`src/rtl/mux2_select_arbiter.sv`:
```
// mux2_select_arbiter
// Two-requester round-robin arbiter that drives the select input of the
// downstream 2:1 mux. One source owns the mux at a time. The owner keeps the
// select stable while it is active. After HOLD_MAX consecutive cycles, if the
// other source is waiting, the owner is forced to hand over.
//
// Ports:
//   clk       rising-edge clock
//   rst       synchronous, active-high reset
//   req_a     source A request (level, held until served)
//   req_b     source B request (level, held until served)
//   done      current owner releases this cycle (ignored while idle)
//   sel       mux select: 0 = A, 1 = B (registered)
//   gnt_a     A owns the mux (registered)
//   gnt_b     B owns the mux (registered)
//   busy      gnt_a | gnt_b (registered)
//   dbg_state current FSM state: 0 = IDLE, 1 = OWN_A, 2 = OWN_B
//
// Handshake: a requester holds req_x high until it sees gnt_x. The grant lasts
// until one of three things happens: the owner pulses done, the owner drops
// req_x, or the hold limit expires while the other source is requesting. When
// the other source is waiting at release time, the grant passes straight to it
// on the same edge, with no overlap and no gap.
module mux2_select_arbiter #(
    parameter int HOLD_MAX = 4
) (
    input  logic       clk,
    input  logic       rst,
    input  logic       req_a,
    input  logic       req_b,
    input  logic       done,
    output logic       sel,
    output logic       gnt_a,
    output logic       gnt_b,
    output logic       busy,
    output logic [1:0] dbg_state
);

    localparam int CW = $clog2(HOLD_MAX + 1);
    localparam logic [CW-1:0] CNT_MAX = CW'(HOLD_MAX);
    localparam logic [CW-1:0] CNT_ONE = CW'(1);

    typedef enum logic [1:0] {
        IDLE  = 2'd0,
        OWN_A = 2'd1,
        OWN_B = 2'd2
    } state_t;

    // last: 0 = A was granted last, 1 = B was granted last
    state_t          state_q, state_d;
    logic [CW-1:0]   cnt_q, cnt_d;
    logic            last_q, last_d;
    logic            sel_q, sel_d;

    logic            mine_req;
    logic            other_req;
    logic            release_now;

    // Requests seen from the current owner's point of view
    always_comb begin
        mine_req  = 1'b0;
        other_req = 1'b0;
        if (state_q == OWN_A) begin
            mine_req  = req_a;
            other_req = req_b;
        end else if (state_q == OWN_B) begin
            mine_req  = req_b;
            other_req = req_a;
        end
    end

    // done and hold expiry landing on the same cycle is still a single release
    assign release_now = done || !mine_req || ((cnt_q == CNT_MAX) && other_req);

    always_comb begin
        state_d = state_q;
        cnt_d   = cnt_q;
        last_d  = last_q;
        sel_d   = sel_q;
        unique case (state_q)
            IDLE: begin
                cnt_d = '0;
                if (req_a && (!req_b || last_q)) begin
                    state_d = OWN_A;
                    cnt_d   = CNT_ONE;
                    last_d  = 1'b0;
                    sel_d   = 1'b0;
                end else if (req_b) begin
                    state_d = OWN_B;
                    cnt_d   = CNT_ONE;
                    last_d  = 1'b1;
                    sel_d   = 1'b1;
                end
            end
            OWN_A, OWN_B: begin
                if (release_now) begin
                    if (other_req) begin
                        // Direct handoff; select flips on the grant edge
                        state_d = (state_q == OWN_A) ? OWN_B : OWN_A;
                        cnt_d   = CNT_ONE;
                        last_d  = (state_q == OWN_A);
                        sel_d   = (state_q == OWN_A);
                    end else begin
                        // Re-granting the same source always costs one idle cycle
                        state_d = IDLE;
                        cnt_d   = '0;
                    end
                end else if (cnt_q != CNT_MAX) begin
                    cnt_d = cnt_q + CNT_ONE;
                end
            end
            default: begin
                state_d = IDLE;
                cnt_d   = '0;
            end
        endcase
    end

    always_ff @(posedge clk) begin
        if (rst) begin
            state_q <= IDLE;
            cnt_q   <= '0;
            last_q  <= 1'b1;
            sel_q   <= 1'b0;
            gnt_a   <= 1'b0;
            gnt_b   <= 1'b0;
            busy    <= 1'b0;
        end else begin
            state_q <= state_d;
            cnt_q   <= cnt_d;
            last_q  <= last_d;
            sel_q   <= sel_d;
            gnt_a   <= (state_d == OWN_A);
            gnt_b   <= (state_d == OWN_B);
            busy    <= (state_d != IDLE);
        end
    end

    assign sel       = sel_q;
    assign dbg_state = state_q;

endmodule

```
`config.mk`:
```
export PLATFORM = sky130hd
export DESIGN_NAME = mux2_select_arbiter
export DESIGN_NICKNAME = d
export VERILOG_FILES = /design/src/rtl/mux2_select_arbiter.sv
export SDC_FILE = /design/constraint.sdc
export NUM_CORES = 1
export LEC_CHECK = 0
export ABC_CLOCK_PERIOD_IN_PS = 5600
export CORE_ASPECT_RATIO = 0.9
export CORE_UTILIZATION = 42
export CTS_CLUSTER_DIAMETER = 40
export DETAILED_ROUTE_END_ITERATION = 8
export PLACE_DENSITY = 0.7
export SLEW_MARGIN = 15
export SYNTH_ARGS = -nofsm -noshare
export SYNTH_HDL_FRONTEND = slang
export SYNTH_SLANG_ARGS = --single-unit
```
`constraint.sdc`:
```
create_clock -name clk -period 5.6 [get_ports clk]
set_input_delay 1.12 -clock clk [delete_from_list [all_inputs] [get_ports clk]]
set_output_delay 1.12 -clock clk [all_outputs]
set_load 0.02 [all_outputs]
```
==> impl_results.md <==
* Total negative slack at 0 ns
* Final standard cell area without fillers at ~780 µm²
* Largest stage delay, worst path at 0.66 ns
* Floorplan die width at 43.2 µm
* Number of top-level pins at 11
* Part of the power in registers at between 30% and 40%
* Via count of the first global-routing pass at roughly 520
* Post-synth top area share at 31.2%
* Fraction of layout cells with a size suffix above 1 at 8.43%
* Relative contribution of the clock network to total power at 27.5%
* Number of pins exceeding their max-slew limit in the final report at 0
* Final cell count without fillers at 98
* P_leak at 0.300 nW
* Number of search-and-repair iterations in the first detailed-routing pass at 4
* Number of endpoints failing setup at the final stage at 0
* Hold Worst Slack at 0.494 ns
* Post_cts resized at 0
* Highest-delay cell along the critical path: sky130_fd_sc_hd__clkdlybuf4s50_1
* Syn nets at between 80 and 90
* Startpoint type of the worst setup path: input port
* CTS tree: built
* Time the worst path needs with I/O delays and setup at 2.78 ns
* Relative slew slack at 68.0%
* Avg Synthesized Cell Area at 8.91 µm²
* Total routing usage reported by global routing at 18.7%
* Endpoint of the lowest-slack register-to-register path: busy
* Result of the run: completed
* Net switching power of the design at 0.0741 mW
* Register clock-pin slew on the reported worst setup and hold paths at 0.07 ns
* Largest net degree at the start of global routing at 11
* Worst endpoint data arrival time at 2.95 ns
* HPWL Detailed at between 1000 and 1500 µm
* Top fanout value on the critical path at 10
* Crit path capture: busy
* Routed wire length at 1290 µm
* CTS Hold Bufs at 0
* Routed Antenna Nets at 0
* Insertion delay of the later-clocked pin in the worst-skew pair at approximately 0.26 ns
* H-tree depth at 1
* Growth of design area from synthesis to finish at 21.1%
* Largest voltage drop on the vdd net at 0.000173 V
* Number of failing hold endpoints at the final stage at 0
* Category of the most critical setup path: in -> reg
* Number of cells in the design after placement at 94
* Achievable Freq at 360 MHz
* Total die area at 1690 µm²
* Initial cell density of the core at 44.8%
* Number of DRC violations after detailed-routing iteration 0 at 10
* Hold crit path type: reg -> reg
* Synth unique cells at 35
* Synth area leaders: sky130_fd_sc_hd__dfxtp_1, sky130_fd_sc_hd__ha_1, sky130_fd_sc_hd__a21oi_1, sky130_fd_sc_hd__nand3b_1, sky130_fd_sc_hd__o311a_4
* Register bit total from synthesis at 10
* Core ar. at 1430 µm²
* Antenna violations before repair at 0
* Setup slack on the worst flop-to-flop path at 3.45 ns
* Number of violations of the max-capacitance limit at 0
* Launch point of the worst path: req_b
* Transition time of the tightest slew-check pin at between 0.4 and 0.5 ns
* Met3 layer wire length in the routed design at 38 µm
* Placed cell area at 741 µm²
* Routed wire length on met2 at 612 µm
* Height of the chip at 39.1 µm
* P_int at approximately 0.16 mW
* CP required at 5.77 ns
* Final clock period utilization by the worst path at between 40% and 50%
* Critical Path, Cell by Cell: clkdlybuf4s50_1 -> nand3b_1 -> a211o_1 -> o311a_4 -> a211oi_1
* DRC violation count after routing at 0
* Total setup buffers inserted after CTS at 0
* Inserted Clock Buffers at 3
* Worst reg-to-reg path cell count at 6
* P per Cell Area at between 200 and 300 nW/µm²
* Sequential element share of the synthesized area at between 30% and 40%
* Combinational fraction of design power at a little over a third
* Total number of yosys warnings at 0
* Crit. End Element: flop
* WL met1 at ~640 µm
* Global-route wire length before repair at 2330 µm
* Number of diodes at 0
* Clock Sink Count at 10
* Clock skew at 0.00169 ns
* Average wire per standard cell at 13.2 µm
* Layout filler cell count at 150
* Total vias in the final route at 547
* Topmost layer with routed signal wires: met3
* Reg-to-reg critical path startpoint: dbg_state[1]
* Synth area leader: sky130_fd_sc_hd__dfxtp_1
* Number of I/O port buffers at 10
* Largest buffer count on any clock path at 2
* RSZ-0062 raised after global routing: no
* Std cell rows at 13
* Aggregate global routing overflow at 0
* Clock Tree Root: sky130_fd_sc_hd__clkbuf_4
* Switching fraction of total power at 31.8%
* Placer congestion estimate at 0.774
* Vias per cell at 5.58
* Nets@finish at 95
* Gate count of the mapped netlist at 72
* Syn Std Cell Area at 642 µm²
[cells in the mapped netlist]
| cell type | count |
|---|---|
| sky130_fd_sc_hd__dfxtp_1 | 10 |
| sky130_fd_sc_hd__a21oi_1 | 7 |
| sky130_fd_sc_hd__ha_1 | 6 |
| sky130_fd_sc_hd__inv_1 | 5 |
| sky130_fd_sc_hd__nand2_1 | 4 |
| sky130_fd_sc_hd__nor3_1 | 4 |
| sky130_fd_sc_hd__nand3b_1 | 3 |
| sky130_fd_sc_hd__o21ai_0 | 3 |
| sky130_fd_sc_hd__a211oi_1 | 2 |
| sky130_fd_sc_hd__nor2_1 | 2 |
| sky130_fd_sc_hd__or3_1 | 2 |
| sky130_fd_sc_hd__a211o_1 | 1 |
| sky130_fd_sc_hd__a21bo_2 | 1 |
| sky130_fd_sc_hd__a21o_1 | 1 |
| sky130_fd_sc_hd__a22oi_1 | 1 |
| sky130_fd_sc_hd__a31oi_1 | 1 |
| sky130_fd_sc_hd__a32oi_1 | 1 |
| sky130_fd_sc_hd__and2_1 | 1 |
| sky130_fd_sc_hd__and3b_1 | 1 |
| sky130_fd_sc_hd__buf_1 | 1 |
| sky130_fd_sc_hd__buf_2 | 1 |
| sky130_fd_sc_hd__buf_6 | 1 |
| sky130_fd_sc_hd__mux2i_1 | 1 |
| sky130_fd_sc_hd__nand2b_1 | 1 |
| sky130_fd_sc_hd__nand3_1 | 1 |
| sky130_fd_sc_hd__nand4b_1 | 1 |
| sky130_fd_sc_hd__nor3_4 | 1 |
| sky130_fd_sc_hd__nor3b_1 | 1 |
| sky130_fd_sc_hd__nor4_1 | 1 |
| sky130_fd_sc_hd__nor4b_1 | 1 |
| sky130_fd_sc_hd__o21bai_1 | 1 |
| sky130_fd_sc_hd__o22ai_1 | 1 |
| sky130_fd_sc_hd__o311a_4 | 1 |
| sky130_fd_sc_hd__or3b_1 | 1 |
| sky130_fd_sc_hd__xor2_1 | 1 |
[sequential cells by signal (all words and copies together) (netlist names)]
| signal | count |
|---|---|
| cnt_q | 3 |
| dbg_state | 2 |
| busy | 1 |
| gnt_a | 1 |
| gnt_b | 1 |
| last_q | 1 |
| sel | 1 |
[cell families after synthesis]
group / count (synthesis) / share of synthesized area [%]
adder cells (fa/ha/maj): 6 / 11.7
flip-flops: 10 / 31.2
XOR/XNOR: 1 / 1.36
buffers and inverters: 8 / 6.04
AND/OR/NAND/NOR: 25 / 25.0
AO/OA/AOI/OAI: 21 / 23.2
multiplexers: 1 / 1.56
[area by class of cell]
class	count	area [µm²]	share of cell area (%)
well taps	15	18.8	2.42
repair buffers	10	100	12.9
flip-flops and latches	10	200	25.8
inverters	5	18.8	2.42
multi-input cells	54	403	51.9
clock buffers	4	36.3	4.67
[critical path: cells and delay by family]
kind	cells	cell delay, ns
buffers and inverters	1	0.66
AND/OR/NAND/NOR	1	0.12
AO/OA/AOI/OAI	3	1.04
[routing by layer]
layer,GRT usage (%),vias to the layer above
met5,0,-
met4,4.55,0
met3,4.21,0
met2,30.6,8
met1,24.9,251
li1,-,288
[stage by stage]
stage | total power, mW | util (%) | worst slack (ns)
after global routing | 0.249 | 54.3 | 2.75
after floorplan | 0.144 | - | 3.28
after global placement | 0.168 | 51.7 | 2.61
final | 0.233 | 54.3 | 2.82
after CTS | 0.235 | 54.3 | 2.85
after detailed placement | 0.170 | 51.7 | 2.59
[worst min path at each step]
stage	startpoint	endpoint	slack (ns)	cells after the start
after detailed placement	last_q	last_q	0.49	2
final	last_q	last_q	0.49	2
after global placement	sel	sel	0.46	2
after floorplan	last_q	last_q	0.46	2
after CTS	last_q	last_q	0.50	2
after global routing	last_q	last_q	0.53	2
[power groups by stage]
stage                     sequential [mW]  combinational, mW  clock, mW
final                              0.0869             0.0819     0.0642
after global routing               0.0882             0.0904     0.0699
after CTS                          0.0872             0.0818     0.0659
after detailed placement           0.0885             0.0813          0
after global placement             0.0883             0.0795          0
after floorplan                    0.0956             0.0482          0
[cell usage in the layout, fill, tap and decap left out, types with 2 or more instances in the layout]
cell type / instances
sky130_fd_sc_hd__nor3_1: 4
sky130_fd_sc_hd__nor2_1: 2
sky130_fd_sc_hd__inv_1: 5
sky130_fd_sc_hd__a211oi_1: 2
sky130_fd_sc_hd__o21ai_0: 3
sky130_fd_sc_hd__dfxtp_1: 10
sky130_fd_sc_hd__nand2_1: 4
sky130_fd_sc_hd__clkbuf_4: 3
sky130_fd_sc_hd__or3_1: 2
sky130_fd_sc_hd__ha_1: 6
sky130_fd_sc_hd__a21oi_1: 7
sky130_fd_sc_hd__clkdlybuf4s50_1: 10
sky130_fd_sc_hd__nand3b_1: 3
(Power assumes the default switching activity.)
